[config.mk]
export PLATFORM = sky130hd
export DESIGN_NAME = vram_arbiter
export DESIGN_NICKNAME = d
export VERILOG_FILES = /design/src/rtl/vram_arbiter.sv
export SDC_FILE = /design/constraint.sdc
export NUM_CORES = 1
export LEC_CHECK = 0
export CORE_ASPECT_RATIO = 0.8
export CORE_MARGIN = 2
export CORE_UTILIZATION = 35
export DETAILED_ROUTE_END_ITERATION = 10
export DONT_BUFFER_PORTS = 1
export HOLD_SLACK_MARGIN = 0.05
export SETUP_SLACK_MARGIN = 0.02
export SLEW_MARGIN = 20
export SYNTH_ARGS = -nofsm -noshare
export SYNTH_HDL_FRONTEND = slang
export SYNTH_SLANG_ARGS = --single-unit
[constraint.sdc]
create_clock -name clock -period 1.4 [get_ports clock]
set_input_delay 0.28 -clock clock [delete_from_list [all_inputs] [get_ports clock]]
set_output_delay 0.28 -clock clock [all_outputs]
set_load 0.03 [all_outputs]
[src/rtl/vram_arbiter.sv]
// vram_arbiter: shares the single 16K video RAM bank between video fetch (always wins) and the CPU.
// Latency: CPU req->ack minimum 2 ce ticks (IDLE->ACCESS->DONE), stretched by contention windows.
// Backpressure: cpu_wait stalls the CPU while video owns the bank; request is level, held until cpu_ack.
// Optional feature macro: VRAM_ARB_STATS_EN adds stat_clr/stat_stall (ce ticks spent stalled).
module vram_arbiter #(
  parameter int AW  = 14,
  parameter int DW  = 8,
  parameter int VAW = 13
) (
  input  logic           clock,
  input  logic           nreset,
  input  logic           ce,
  input  logic           vrd,
  input  logic           vcn,
  input  logic [VAW-1:0] va,
  output logic [DW-1:0]  vd,
  input  logic           cpu_req,
  input  logic           cpu_we,
  input  logic [AW-1:0]  cpu_a,
  input  logic [DW-1:0]  cpu_d,
  output logic [DW-1:0]  cpu_q,
  output logic           cpu_ack,
  output logic           cpu_wait,
  output logic [AW-1:0]  ram_a,
  output logic [DW-1:0]  ram_d,
  output logic           ram_we,
  input  logic [DW-1:0]  ram_q
`ifdef VRAM_ARB_STATS_EN
  ,
  input  logic           stat_clr,
  output logic [15:0]    stat_stall
`endif
);

  typedef enum logic [1:0] {
    ST_IDLE   = 2'd0,
    ST_WAIT   = 2'd1,
    ST_ACCESS = 2'd2,
    ST_DONE   = 2'd3
  } state_t;

  state_t          r_state;
  logic [AW-1:0]   r_addr;
  logic [DW-1:0]   r_data;
  logic            r_we;
  logic [DW-1:0]   r_cpu_q;
  logic            r_cpu_ack;
  logic            r_cpu_wait;
  logic [AW-1:0]   w_ram_a;
  logic            w_ram_we;

  // Video address has priority on the bank; otherwise the latched CPU address drives it.
  always_comb begin
    w_ram_a = r_addr;
    if (vrd) begin
      w_ram_a = {{(AW-VAW){1'b0}}, va};
    end
  end

  // Write strobe only while the CPU owns the slot and video is not reading.
  always_comb begin
    w_ram_we = 1'b0;
    if ((r_state == ST_ACCESS) && r_we && !vrd) begin
      w_ram_we = 1'b1;
    end
  end

  assign ram_a    = w_ram_a;
  assign ram_we   = w_ram_we;
  assign ram_d    = r_data;
  assign vd       = ram_q;
  assign cpu_q    = r_cpu_q;
  assign cpu_ack  = r_cpu_ack;
  assign cpu_wait = r_cpu_wait;

  // Arbitration FSM with registered CPU-side outputs; advances only on ce.
  always_ff @(posedge clock or negedge nreset) begin
    if (!nreset) begin
      r_state    <= ST_IDLE;
      r_addr     <= '0;
      r_data     <= '0;
      r_we       <= 1'b0;
      r_cpu_q    <= '0;
      r_cpu_ack  <= 1'b0;
      r_cpu_wait <= 1'b0;
    end else if (ce) begin
      case (r_state)
        ST_IDLE: begin
          if (cpu_req) begin
            r_addr <= cpu_a;
            r_data <= cpu_d;
            r_we   <= cpu_we;
            if (vcn || vrd) begin
              r_state    <= ST_WAIT;
              r_cpu_wait <= 1'b1;
            end else begin
              r_state <= ST_ACCESS;
            end
          end
        end
        ST_WAIT: begin
          if (!vcn && !vrd) begin
            r_state    <= ST_ACCESS;
            r_cpu_wait <= 1'b0;
          end
        end
        ST_ACCESS: begin
          // Video stole the slot mid-access: give it up and retry once the bank is free.
          if (vrd) begin
            r_state    <= ST_WAIT;
            r_cpu_wait <= 1'b1;
          end else begin
            if (!r_we) begin
              r_cpu_q <= ram_q;
            end
            r_cpu_ack <= 1'b1;
            r_state   <= ST_DONE;
          end
        end
        ST_DONE: begin
          r_cpu_ack <= 1'b0;
          r_state   <= ST_IDLE;
        end
        default: begin
          r_state    <= ST_IDLE;
          r_cpu_ack  <= 1'b0;
          r_cpu_wait <= 1'b0;
        end
      endcase
    end
  end

`ifdef VRAM_ARB_STATS_EN
  logic [15:0] r_stat_stall;

  // Count ce ticks spent stalled; clear beats increment, saturates at all-ones.
  always_ff @(posedge clock or negedge nreset) begin
    if (!nreset) begin
      r_stat_stall <= '0;
    end else if (ce) begin
      if (stat_clr) begin
        r_stat_stall <= '0;
      end else if ((r_state == ST_WAIT) && (r_stat_stall != 16'hFFFF)) begin
        r_stat_stall <= r_stat_stall + 16'd1;
      end
    end
  end

  assign stat_stall = r_stat_stall;
`endif

endmodule

==> flow_summary.json <==
{
  "worstSetupPathType": "register to primary output",
  "leakage_uw": 0.00106,
  "firstDrtPassIters": 4,
  "hold_ws_ns": 0.141,
  "yosys_register_bits": 35,
  "synth.avg_cell_area_um2": 14.5,
  "cts_buffer_depth": 2,
  "cts_tree": "done",
  "slew_violations": 0,
  "cts_made_buffers": 5,
  "wl_per_cell_um": 19.6,
  "num_vias": 1042,
  "dp_hpwl_um": 2680,
  "drt-initial-drc-count": 20,
  "status": "complete, but fails checks",
  "critPathArrivalTime_ns": 1.27,
  "nets": 193,
  "wirelength_um": 3930,
  "hold_viol": 0,
  "layout_common_cells": "dfrtp_1, mux2_4, mux2_2",
  "cts.sinks": 35,
  "cp.required_ns": 1.12,
  "fill_cells": 438,
  "path_cells": "inv_2 -> buf_6 -> ha_4 -> nand2_2 -> nor2_1 -> buf_4",
  "drv_cap": 0,
  "violations": "setup timing",
  "fin_worst_skew_ns": 0.00670,
  "io_buffers": 0,
  "placementRows": 23,
  "netlist.area_leader.share": 0.491,
  "clkSlewWorstSetupHoldPaths_ns": 0.07,
  "synth_area_um2": 1780,
  "critPathCaptureType": "primary output",
  "initial_utilization": 0.360,
  "drc": 0,
  "grt_pass1_vias": 1146,
  "power_density_nw_per_um2": 2470,
  "cp-start-kind": "register",
  "grt_setup_unrepaired": "yes",
  "yosysTopAreaCell": "dfrtp_1",
  "root_buffer": "clkbuf_8",
  "diodes": 0,
  "grt.total_usage": 0.136,
  "synth_cell_types": 23,
  "setup_tns_ns": -2.91,
  "worstPathMaxFanout": 3,
  "p_total_uw": 5570,
  "antenna_found_initial": 0,
  "ir_drop_mv": 0.935,
  "cpPeakStageDelay_ns": 0.39,
  "die_w_um": 83.8,
  "htreeDepth": 2,
  "dp_cells": 183,
  "via_per_inst": 5.18,
  "hp-class": "input pin to register",
  "setup_viol": 29,
  "synth_nets": 178,
  "maxSlewHeadroom": 0.779,
  "stdcell_count": 201,
  "yosys-top-cells-area": "dfrtp_1, mux2_4, mux2_2",
  "timing.fmax_mhz": 644,
  "fin_util": 0.455,
  "grt_max_degree": 36,
  "io_pins": 91,
  "grt_pass1_wl_um": 5660,
  "drive_gt1_frac": 0.640,
  "worst_slack_ns": -0.153,
  "routabilityCongestion": 0.840,
  "synth_cells": 123,
  "crit_slowest_cell": "dfrtp_1",
  "fin_crit_ns": 1.55,
  "syn_to_final_growth_pct": 26.3,
  "seq_area_frac_synth": 0.491,
  "core-area_um2": 4950,
  "final_common_cell": "dfrtp_1",
  "period_share": 1.11,
  "worst_pin_slew_ns": 0.332,
  "ys_warn_count": 0,
  "die_h_um": 67.9,
  "multiInputGateArea_um2": 910,
  "ant_nets": 0,
  "clock_latency_ns": 0.28,
  "overflow": 0,
  "ff_latch_area_um2": 877,
  "dieArea_um2": 5690
}
## final timing paths
path / from / to / slack [ns] / depth (start not counted)
worst max-delay path: r_state[0]$_DFFE_PN0P_ / ram_we / -0.15 / 6
worst min-delay path: cpu_d[4] / ram_d[4]$_DFFE_PN0P_ / 0.14 / 1
worst max register to register: r_state[0]$_DFFE_PN0P_ / r_state[1]$_DFFE_PN0P_ / -0.13 / 7
worst min register to register: r_addr[2]$_DFFE_PN0P_ / r_addr[2]$_DFFE_PN0P_ / 0.51 / 1
max in group asynchronous: nreset / r_we$_DFFE_PN0P_ / 0.74 / 2
min in group asynchronous: nreset / ram_d[2]$_DFFE_PN0P_ / 0.46 / 2
## power by group
| part | switching [µW] | internal [µW] | leakage, µW |
|---|---|---|---|
| Sequential | 825 | 1510 | 0.000418 |
| Combinational | 936 | 1370 | 0.000578 |
| Clock | 359 | 576 | 0.0000612 |
| Total | 2120 | 3450 | 0.00106 |
## sequential cells by signal, summed over array words and instances, names as in the netlist
name / count
cpu_ack: 1
cpu_q: 8
cpu_wait: 1
r_addr: 14
r_state: 2
r_we: 1
ram_d: 8
## kinds of logic (layout without fill, tap and decap cells)
| group | after synthesis | in the layout | share of synthesized area |
|---|---|---|---|
| compound gates | 9 | 9 | 0.0365 |
| fa+ha+maj | 5 | 5 | 0.0351 |
| buf+inv | 17 | 33 | 0.0659 |
| flops | 35 | 35 | 0.491 |
| mux | 46 | 46 | 0.334 |
| simple gates | 11 | 11 | 0.0379 |
## cell type report
class | count | share of cell area
Sequential cell | 35 | 0.389
Clock inverter | 2 | 0.0155
Clock buffer | 6 | 0.0366
Tap cell | 62 | 0.0344
Multi-Input combinational cell | 71 | 0.404
Inverter | 4 | 0.00777
Timing Repair Buffer | 21 | 0.113
## repair_timing
item / in CTS / in global routing
endpoints found under the setup margin: 34 / 35
setup buffers: 7 / 1
gates resized for setup: 26 / 8
endpoints found under the hold margin: 35 / 0
hold buffers: 2 / 0
gates cloned: 1 / 1
pin swaps: 8 / 5
## Yosys cell counts
cell and instances:
and4bb_1 1, nand2_1 3, buf_4 10, o221ai_1 2, nor2b_1 2, or2b_1 1, buf_6 2, nand3_2 1
mux2_1 1, a22o_1 1, mux2i_1 1, nand2b_1 1, o21ai_0 3, inv_1 4, nor2_1 2, a21oi_1 1
mux2_4 21, o211a_1 1, mux2_2 23, dfrtp_1 35, o2bb2ai_1 1, buf_2 1, ha_1 5
## layer usage
metal	up-vias	GRT usage	wire length (µm)
met2	64	0.239	1940
met1	523	0.149	1570
met3	6	0.0567	370
met5	-	0	0
met4	0	0.0544	45
li1	449	-	-
## critical path: cells and delay by family (launching register included)
family	cells	cell delay, ns
flip-flops	1	0.39
buffers and inverters	3	0.36
AND/OR/NAND/NOR	2	0.12
adder cells (fa/ha/maj)	1	0.12
## stage by stage
stage	setup slack, ns	area (µm²)
5_1_grt	-0.227	2250
2_1_floorplan	-0.00493	1810
4_1_cts	-0.171	2240
3_5_place_dp	-0.145	1890
3_3_place_gp	-0.0813	1890
6_report	-0.153	2250
(Power assumes the default switching activity.)
